**src/rtl/mem_init_pkg.sv**
```systemverilog
`default_nettype none
// ============================================================================
// Module : mem_init_pkg
// Brief  : Shared types and constants for the table init sequencer:
//          FSM state encoding, per-channel fill mode codes and the LFSR
//          polynomial plus its single-step helper.
// Rev    : 1.0  initial release
// ============================================================================
package mem_init_pkg;

    typedef enum logic [1:0] {
        ST_IDLE = 2'd0,
        ST_FILL = 2'd1,
        ST_DONE = 2'd2
    } state_t;

    localparam logic [1:0] MODE_ZERO  = 2'b00;
    localparam logic [1:0] MODE_INDEX = 2'b01;
    localparam logic [1:0] MODE_CONST = 2'b10;
    localparam logic [1:0] MODE_LFSR  = 2'b11;

    localparam logic [31:0] LFSR_POLY = 32'h8020_0003;

    // One step of the right-shifting Galois LFSR.
    function automatic logic [31:0] lfsr_step(input logic [31:0] s);
        return s[0] ? ((s >> 1) ^ LFSR_POLY) : (s >> 1);
    endfunction

endpackage
`default_nettype wire

```
**src/rtl/mem_init_lfsr.sv**
```systemverilog
`default_nettype none
// ============================================================================
// Module : mem_init_lfsr
// Brief  : 32-bit Galois LFSR shared by all LFSR-mode channels. Reloads the
//          seed on load, steps once on adv. Only built when INIT_LFSR_EN is
//          defined.
// Rev    : 1.0  initial release
// ============================================================================
module mem_init_lfsr
    import mem_init_pkg::*;
(
    input  logic        clk,
    input  logic        rst_ni,
    input  logic        load,
    input  logic        adv,
    input  logic [31:0] seed,
    output logic [31:0] q
);

    // Seed on reset or load, otherwise advance once per accepted write.
    always_ff @(posedge clk) begin
        if (!rst_ni) begin
            q <= seed;
        end else if (load) begin
            q <= seed;
        end else if (adv) begin
            q <= lfsr_step(q);
        end
    end

endmodule
`default_nettype wire

```
**src/rtl/mem_init_sequencer.sv**
```systemverilog
`default_nettype none
// ============================================================================
// Module : mem_init_sequencer
// Brief  : Multi-channel boot/re-init sequencer. One address counter sweeps
//          0..DEPTH-1 and drives per-channel write strobes and fill data,
//          throttled by wr_ready_i. Optional macro INIT_LFSR_EN builds the
//          LFSR fill mode; without it mode 11 fills zeros.
// Rev    : 1.0  initial release
// ============================================================================
module mem_init_sequencer
    import mem_init_pkg::*;
#(
    parameter int                NUM_CH     = 3,
    parameter int                DATA_W     = 40,
    parameter int                ADDR_W     = 8,
    parameter int                DEPTH      = 256,
    parameter logic [DATA_W-1:0] FILL_CONST = '0,
    parameter int                AUTO_START = 1,
    parameter logic [31:0]       LFSR_SEED  = 32'hACE1_0001
) (
    input  logic                     clk,
    input  logic                     rst_ni,
    input  logic                     start_i,
    input  logic [NUM_CH-1:0]        ch_en_i,
    input  logic [2*NUM_CH-1:0]      ch_mode_i,
    input  logic                     wr_ready_i,
    output logic [NUM_CH-1:0]        init_we_o,
    output logic [ADDR_W-1:0]        init_addr_o,
    output logic [NUM_CH*DATA_W-1:0] init_data_o,
    output logic                     busy_o,
    output logic                     done_o
);

    localparam int IW = (DATA_W > ADDR_W) ? DATA_W : ADDR_W;

    // Elaboration-time configuration sanity checks.
    if (DEPTH > (64'd1 << ADDR_W) || DEPTH < 2) begin : g_depth_err
        $error("mem_init_sequencer: DEPTH must be in 2..2**ADDR_W");
    end
    if (LFSR_SEED == 32'd0) begin : g_seed_err
        $error("mem_init_sequencer: LFSR_SEED must be nonzero");
    end

    state_t                  state;
    logic                    auto_pend;
    logic [2*NUM_CH-1:0]     mode_q;

    logic                    enter;
    logic                    accept;
    logic                    last;
    logic [ADDR_W-1:0]       nxt_addr;
    logic [2*NUM_CH-1:0]     sel_mode;
    logic [IW-1:0]           idx_ext;
    logic [NUM_CH*DATA_W-1:0] fill_vec;

    // A pass starts from IDLE on start or a pending auto-start, from DONE on start only.
    assign enter    = ((state == ST_IDLE) && (start_i || auto_pend)) ||
                      ((state == ST_DONE) && start_i);
    // The sweep is timed by ready alone, so an all-zero mask still walks the table.
    assign accept   = (state == ST_FILL) && wr_ready_i;
    assign last     = (init_addr_o == ADDR_W'(DEPTH - 1));
    assign nxt_addr = enter ? '0 : (init_addr_o + ADDR_W'(1));
    assign sel_mode = enter ? ch_mode_i : mode_q;
    assign idx_ext  = IW'(nxt_addr);

`ifdef INIT_LFSR_EN
    localparam int REP = (DATA_W + 31) / 32;

    logic [31:0]      lfsr_q;
    logic [31:0]      nxt_lfsr;
    logic [REP*32-1:0] lfsr_rep;

    mem_init_lfsr u_lfsr (
        .clk    (clk),
        .rst_ni (rst_ni),
        .load   (enter),
        .adv    (accept),
        .seed   (LFSR_SEED),
        .q      (lfsr_q)
    );

    // Data is registered, so it is built from the LFSR value the next entry will see.
    assign nxt_lfsr = enter ? LFSR_SEED : lfsr_step(lfsr_q);
    assign lfsr_rep = {REP{nxt_lfsr}};
`endif

    // Per-channel fill mux, evaluated for the address about to be presented.
    for (genvar k = 0; k < NUM_CH; k++) begin : g_ch
        logic [DATA_W-1:0] val;

        // Select fill value for channel k from its mode.
        always_comb begin
            val = '0;
            case (sel_mode[2*k +: 2])
                MODE_ZERO:  val = '0;
                MODE_INDEX: val = idx_ext[DATA_W-1:0];
                MODE_CONST: val = FILL_CONST;
`ifdef INIT_LFSR_EN
                MODE_LFSR:  val = lfsr_rep[DATA_W-1:0];
`else
                MODE_LFSR:  val = '0;
`endif
                default:    val = '0;
            endcase
        end

        assign fill_vec[k*DATA_W +: DATA_W] = val;
    end

    // Sequencer FSM with registered strobes, address, data and status.
    always_ff @(posedge clk) begin
        if (!rst_ni) begin
            state       <= ST_IDLE;
            auto_pend   <= (AUTO_START != 0);
            mode_q      <= '0;
            init_we_o   <= '0;
            init_addr_o <= '0;
            init_data_o <= '0;
            busy_o      <= 1'b0;
            done_o      <= 1'b0;
        end else begin
            case (state)
                ST_IDLE, ST_DONE: begin
                    if (enter) begin
                        state       <= ST_FILL;
                        auto_pend   <= 1'b0;
                        mode_q      <= ch_mode_i;
                        init_we_o   <= ch_en_i;
                        init_addr_o <= nxt_addr;
                        init_data_o <= fill_vec;
                        busy_o      <= 1'b1;
                        done_o      <= 1'b0;
                    end
                end
                ST_FILL: begin
                    if (accept) begin
                        if (last) begin
                            state     <= ST_DONE;
                            init_we_o <= '0;
                            busy_o    <= 1'b0;
                            done_o    <= 1'b1;
                        end else begin
                            init_addr_o <= nxt_addr;
                            init_data_o <= fill_vec;
                        end
                    end
                end
                default: state <= ST_IDLE;
            endcase
        end
    end

endmodule
`default_nettype wire

```
**config.mk**
```make
export PLATFORM = sky130hd
export DESIGN_NAME = mem_init_sequencer
export DESIGN_NICKNAME = d
export VERILOG_FILES = /design/src/rtl/mem_init_pkg.sv /design/src/rtl/mem_init_lfsr.sv /design/src/rtl/mem_init_sequencer.sv
export SDC_FILE = /design/constraint.sdc
export NUM_CORES = 1
export LEC_CHECK = 0
export CAP_MARGIN = 20
export CORE_MARGIN = 4
export CORE_UTILIZATION = 25
export CTS_CLUSTER_DIAMETER = 40
export DETAILED_ROUTE_END_ITERATION = 10
export PLACE_DENSITY_LB_ADDON = 0.25
export SYNTH_ARGS = -nofsm -noshare
export SYNTH_HDL_FRONTEND = slang
export SYNTH_SLANG_ARGS = --single-unit
```
**constraint.sdc**
```tcl
create_clock -name clk -period 3.9 [get_ports clk]
set_input_delay 1.17 -clock clk [delete_from_list [all_inputs] [get_ports clk]]
set_output_delay 1.17 -clock clk [all_outputs]
set_load 0.02 [all_outputs]
```
==> results of run 1 <==
## synth_stat cells (all sizes together) (2+ instances only)
master	count	area share, %
a32o	2	0.72
a21boi	37	10
xnor2	2	0.63
o22ai	3	0.90
and3	5	1.3
dfxtp	46	33
clkbuf	6	0.81
or3	13	2.9
mux2i	2	0.72
nor2	5	0.68
nor2b	5	1.1
nand4	2	0.45
o211ai	2	0.54
nand2	55	7.4
and2	4	0.90
a21oi	5	0.90
o21ai	4	0.72
nand3	15	2.7
buf	105	28
## metal layers
layer / vias to the layer above / part of all wire [%] / global-route usage (%)
li1: 1007 / - / -
met1: 892 / 42 / 10.7
met2: 78 / 49 / 15.1
met3: 7 / 7.7 / 2.65
met4: 0 / 1.3 / 2.48
met5: - / 0 / 0
## worst register-to-register path, cell delays in order (launching register included)
cell      delay [ns]
dfxtp_1         0.41
ha_1            0.30
and2_1          0.24
and3_4          0.21
a21bo_4         0.36
or3_1           0.43
a21boi_1        0.14
## registers in the layout (all words and copies together), names as in the netlist
register	flops
init_data_o	24
auto_pend	1
init_we_o	3
busy_o	1
done_o	1
mode_q	6
init_addr_o	8
state	2
## through the flow
step / worst slack [ns] / instance area [um^2] / utilization [%]
final: 1.20 / 3110 / 28.7
after global routing: 1.04 / 3110 / 28.7
after CTS: 1.21 / 3110 / 28.7
after detailed placement: 0.884 / 3020 / 27.9
after global placement: 0.928 / 3020 / 27.9
after floorplan: 1.60 / 3130 / -
## placed cells by master (no fill, tap or decap), types with 4 or more instances in the layout
master           synthesis  final
conb_1                   1     96
nand2_1                 55     55
clkdlybuf4s50_1          0     49
dfxtp_1                 46     46
a21boi_0                24     24
nand3_1                 15     15
a21boi_1                13     13
or3_1                   13     13
nor2b_1                  5      5
a21oi_1                  5      5
nor2_1                   5      5
clkbuf_8                 0      5
and2_1                   4      4
and3_1                   4      4
o21ai_0                  4      4
buf_4                   99      4
## cells by family after synthesis
| family | share of synthesized area, % |
|---|---|
| mux | 0.721 |
| compound gates | 16.2 |
| buf+inv | 29.2 |
| other cells | 0.135 |
| simple gates | 19.2 |
| fa+ha+maj | 0.451 |
| xor+xnor | 0.947 |
| flops | 33.2 |
## power groups by stage
stage                     registers (mW)  clock network (mW)  logic (mW)
after floorplan                    0.507                   0       0.228
after global placement             0.503                   0       0.199
after detailed placement           0.503                   0       0.199
after CTS                          0.492               0.321       0.200
after global routing               0.495               0.336       0.217
final                              0.492               0.306       0.200
## worst paths after layout
kind	to	slack [ns]	depth (start not counted)
setup reg to reg	init_data_o[84]	1.74	6
hold reg to reg	init_data_o[42]	0.46	2
setup / recovery	init_data_o[84]	1.20	6
hold / removal	init_data_o[42]	0.46	2
## cell type report
cell class	instances	area (um^2)
fill	1208	7730
multi-input combinational	271	1400
sequential	46	921
timing repair buffer	53	520
tap	140	175
clock buffer	5	68.8
clock inverter	3	23.8
inverter	1	3.75
==> metrics list, run 1 <==
- Overall Global Routing Usage: under 10%
- The worst setup path is captured at a register.
* Chip height: approximately 110 um
- Critical hold path startpoint: init_data_o[42]
* Core area: roughly 0.011 mm^2
- Static timing analysis puts the maximum clock frequency at 0.371 GHz.
- Count of nets after finishing: slightly below 400
- The hold violation total from the final report is 0.
- Clock tree from TritonCTS: built
* Worst Hold Slack: about 0.46 ns
* Count of clock tree sinks: 46
* Initial core utilization: between 20% and 30%
- Layout Skew: between 0.01 and 0.015 ns
* Inserted Diodes: 0
- Clock transition at the register clock pins on the worst setup and hold paths after CTS: 0.10 ns
- The tightest min-delay check is of the register to register type.
- Post-CTS setup-driven buffer insertion count: 0
* Overflow left after global routing: 0
* H-tree lvl count: 2
- In this run the static leakage power is between 1 and 1.5 nW.
* Net switching component of the power: ~340 uW
- Power spread over the standard cell area amounts to 321 mW/mm^2.
* Cell breakdown of the critical path: clkdlybuf4s50_1 -> inv_1 -> o22ai_2 -> a21bo_4 -> or3_1 -> a21boi_1
- After clock tree synthesis, the flow added hold-fix buffers numbering 0.
- Clock latency reported for the late side of the worst-skew pair: about 0.30 ns
* Slew at the pin closest to its max-slew limit: between 0.7 and 0.8 ns
* Clock tree root driver cell: clkbuf_8
- Gp weighted congestion: ~0.73
- Share of final-layout standard cells stronger than drive strength 1: 4.75%
- Via count of the first global-routing pass: about 1.8k
- The floorplan step defined a die boundary enclosing around 0.013 mm^2.
- The final-report max-slew violation count came to 0.
* Synthesized cell area: ~0.0028 mm^2
- The pre-antenna-repair detailed-routing pass consisted of 4 iterations.
* Number of standard cells in the final layout excluding fillers: about 520
* Setup violations, final: 0
* Pwr Total: approximately 1000 uW
- # resized after CTS: 0
* Count of pins on the block boundary: 146
- Dominant register cell in the synthesized netlist: dfxtp_1
* Internal power component: 660 uW
* Unique masters post-synth: between 40 and 50
* Status: complete, no violations
* Crit-path slowest cell: clkdlybuf4s50_1
- Number of instances in the synthesized netlist: between 300 and 400
- Summed over all failing endpoints, the final setup total negative slack is 0 ns.
* Post-Synthesis Mean Instance Area: between 8 and 9 um^2
- Final period util: between 60 and 70%
- Number of rows created at floorplan: 38
- For this block, the routed nets add up to ~6100 um of wire.
* Number of nets with antenna violations after routing: 0
* Max Fanout on Critical Path: between 40 and 50
* Count of state elements after synthesis: 46
- Critical Path AT: about 2.9 ns
- Worst max-slew margin expressed relative to the limit: 49.4%
* Worst path buffer plus inverter count: 2
* Estimated wirelength of the detail-placed design: between 4000 and 5000 um
- Counting tap cells, the placed design contains a total of 511 instances.
- In this run the critical register-to-register path is launched from init_addr_o[0].
- Layout-stage area growth over the synthesis result: 12.2%
* Die outline width: between 100 and 150 um
- Peak supply drop: roughly 150 uV
- Summing over every cut layer, the via total after detailed routing is 1,984.
- Wire length per cell after detailed routing: approximately 12 um
- The worst setup path is of the input pin to register kind.
- Dividing the detail-routed via count by the number of cells gives 3.82.
- Total CTS buffers: 5
- Net switching fraction of the power: about a third
- Post-synthesis async set-or-reset flop share: 0%
- The largest single stage delay on the critical path is around 0.52 ns.
- Synthesis Warnings: 0
* Number of max-capacitance violations reported: 0
* Sequential share of power: slightly below 50%
* Wire length of the first global-routing pass: roughly 9000 um
- The detailed router finished its first iteration with about 70 violations.
* Clock power frac: about 30%
* Share of synthesized area occupied by flip-flops and latches: between 30 and 40%
* Worst endpoint required time: about 4.1 ns
* Final routed DRC violation total: 0
* Fraction of power consumed by combinational cells: 20.1%
- Period minus WS final: around 2.7 ns
- STA classifies the critical path startpoint as an input pin.
- Dominant delay contributor by cell family on the critical path: compound AO/OA/AOI/OAI gates
* Pin count of the biggest net entering global routing: 46
- Yosys mapped a number of flops with a built-in enable equal to 0.
- The clock passes through at most 2 buffers.
- Setup repair after global routing left no endpoint under its margin.
* IO buf count: 49
* Antenna violations before repair: 0
* Critical path origin: start_i
Power figures use the tool's default switching activity.
==> run 2, diff against run 1 <==
Clock period 3.9 ns to 2.8 ns, I/O delays scaled along.
==> run 2 against run 1 <==
- first-iteration DRC count is 54% higher
- critical path type unchanged
- cell area is 1.3% higher
- combinational power is 45% higher
- highest routed layer unchanged
- clock skew is 0.0094 ns lower
==> metrics list, run 2 (synthesis results as in run 1) <==
- Status: complete, no violations
* Final hold viol count: 0 (unchanged)
- Worst max-slew margin expressed relative to the limit: 64.3% (+15 points)
* Number of standard cells in the final layout excluding fillers: 524 (+0.96%)
- Inserted Diodes: 0 (unchanged)
- The final count of negative-setup-slack endpoints is 0 (unchanged).
* Number of violations reported at the end of detailed-routing iteration 0: 109 (+54%)
* Wire length of the first global-routing pass: 9200 um (-0.23%)
* Final period util: a little over four fifths
- The number of buffers created by CTS was 5 (unchanged).
- The number of top-level pins is 146 (unchanged).
- The setup slack of the worst register-to-register path came to 0.70 ns (-1.04 ns).
- The remaining antenna violation count was 0 (unchanged).
- The worst setup path is launched from an input pin.
- Register containing the most flip-flops in the final layout: init_data_o
* Worst path buffer plus inverter count: 2 (unchanged)
- The number of gates given a new drive strength after cts came to 0 (unchanged).
* Layout-stage area growth over the synthesis result: 13.6%
- Overall Global Routing Usage: 8.93% (+0.11 points)
- Clock tree root driver cell: clkbuf_8
- The power density over cell area is 446 mW/mm^2 (+39%).
* Wire length per cell after detailed routing: 11.8 um (-0.79%)
- Area enclosed by the die boundary: 0.0129 mm^2 (unchanged)
- Number of flip-flops in the largest register: 24 (unchanged)
- The clock skew is 0.00250 ns (-0.00937 ns).
* Clock tree from TritonCTS: built
- Number of max-slew violations in the final report: 0 (unchanged)
- Number of iterations in the first detailed-routing pass: 4 (unchanged)
* Peak supply drop: 221 uV (+53%)
* Chip height: 113 um (unchanged)
* Commonest non-fill, non-tap cell in the layout: conb_1
- Hold Path Class: register to register
- Total vias in the final route: 2,029 (+2.3%)
- The worst hold path begins at init_data_o[42].
- The maximum cell stage delay along the critical path is 0.53 ns (about the same).
- Traced cell by cell, the critical path runs through clkdlybuf4s50_1 -> inv_1 -> o22ai_2 -> a21bo_4 -> or3_1 -> a21boi_1.
- STA classifies the critical path endpoint as a register.
* Core area: 0.0108 mm^2 (unchanged)
- Capture endpoint of the worst hold path: init_data_o[42]
* Crit Path Class: input pin to register
* Registers with the most flip-flops: init_data_o (24), init_addr_o (8), mode_q (6)
- The vias per cell came to 3.87 (+1.3%).
* Die outline width: 113 um (unchanged)
- Max Fanout on Critical Path: 39 (-13%)
* Critical Path AT: 2.57 ns (-0.36 ns)
- Initial core utilization: 25.6% (unchanged)
- Final total negative setup slack: 0 ns (unchanged)
- Final routed DRC violation total: 0 (unchanged)
- The number of core rows came to 38 (unchanged).
- The worst path in the final design needs a cycle of 2.34 ns, including I/O delays and setup.
- For this run, the top clock speed supported by timing is roughly 0.43 GHz.
- Leakage: 1.25 nW (+2.7%)
* Launching point of the worst reg2reg path: init_addr_o[1]
* Slew at the pin closest to its max-slew limit: 0.534 ns (-0.222 ns)
- The fill cell instance count of the final layout came to 1,176 (-2.6%).
* Number of max-capacitance violations reported: 0 (unchanged)
* Pin count of the biggest net entering global routing: 40 (-13%)
- The final net count was 397 (+1.3%).
- The slowest stage of the critical path belongs to the cell clkdlybuf4s50_1.
- The required time of the critical path came to 3.03 ns (-1.10 ns).
- The via count of the first global-routing pass is 1,790 (+1.4%).
- Estimated wirelength of the detail-placed design: 4750 um (+1.7%)
- H-tree lvl count: 2 (unchanged)
- The number of hold buffers added after cts came to 0 (unchanged).
* Dominant delay contributor by cell family on the critical path: compound AO/OA/AOI/OAI gates
* Wire length after detailed routing: 6160 um (+0.16%)
- Clock buffer depth: 2 (unchanged)
- Gp weighted congestion: 0.738 (+0.97%)
- Leaving out fill and tap cells, the most frequent cells in the layout are conb_1, nand2_1, clkdlybuf4s50_1, dfxtp_1, a21boi_0.
- Antenna violations before repair: 0 (unchanged)
- The clock edge transition at the registers on the reported setup and hold paths came to 0.09 ns (about the same).
- The number of setup buffers added after CTS is 0 (unchanged).
* Count of clock tree sinks: 46 (unchanged)
- Post-Place Cells: 516 (+0.98%)
- The endpoint identified for the worst register-to-register timing path is init_addr_o[5].
* Unrepaired setup endpoints after global routing: false
* Clock latency reported for the late side of the worst-skew pair: 0.29 ns (about the same)
* Number of stages on the worst hold path: 2 (unchanged)
- IO buf count: 49 (unchanged)
* R2R cell count: 7 (+1)
- Overflow left after global routing: 0 (unchanged)
- The share of post-route cells with drive strength above 1 is 5.73% (+0.98 points).
## run 2: changes by cell type in the layout (fill, tap and decap cells not counted)
| cell | change |
|---|---|
| buf_4 | +5 |
| clkinvlp_4 | -2 |
| clkbuf_1 | +1 |
| clkbuf_8 | +1 |
## run 2: cell type report
cell class	instances	area (um^2)	share of cell area, %
multi-input combinational	271	1400	44.4
tap	140	175	5.55
sequential	46	921	29.2
clock inverter	1	8.76	0.278
clock buffer	7	86.3	2.74
inverter	1	3.75	0.119
timing repair buffer	58	558	17.7
## run 2: worst max path at each step
stage	from	end	slack, ns	cells after the start
final	start_i	init_data_o[83]	0.46	6
after global placement	wr_ready_i	init_data_o[82]	0.18	6
after floorplan	init_addr_o[0]	init_data_o[84]	0.82	7
after detailed placement	wr_ready_i	init_data_o[82]	0.16	6
after CTS	wr_ready_i	init_data_o[82]	0.46	6
after global routing	wr_ready_i	init_data_o[4]	0.33	6
## run 2: power breakdown
part / internal (mW) / total, mW / switching [mW]
clock network: 0.204 / 0.434 / 0.230
logic: 0.0753 / 0.290 / 0.214
registers: 0.671 / 0.683 / 0.0122
## run 2: routing by layer
layer	part of all wire, %	global-route usage [%]	vias up
li1	-	-	1015
met1	41	11.0	932
met3	7.9	2.97	2
met5	0	0	-
met2	51	15.2	80
met4	0.42	1.92	0
## run 2: tightest hold or removal path: stages, from the launching register on
cell and delay (ns):
dfxtp_1 0.32, nand2_1 0.05, a21boi_1 0.05
## run 2: per-stage QoR
stage / hold slack (ns) / setup slack [ns] / cell area (um^2) / power [mW] / util, %
after floorplan: 0.439 / 0.823 / 3130 / 1.02 / -
after global placement: 0.442 / 0.181 / 3060 / 0.984 / 28.2
after detailed placement: 0.446 / 0.155 / 3060 / 0.987 / 28.2
after CTS: 0.460 / 0.463 / 3150 / 1.43 / 29.1
after global routing: 0.477 / 0.333 / 3150 / 1.48 / 29.1
final: 0.453 / 0.457 / 3150 / 1.41 / 29.1
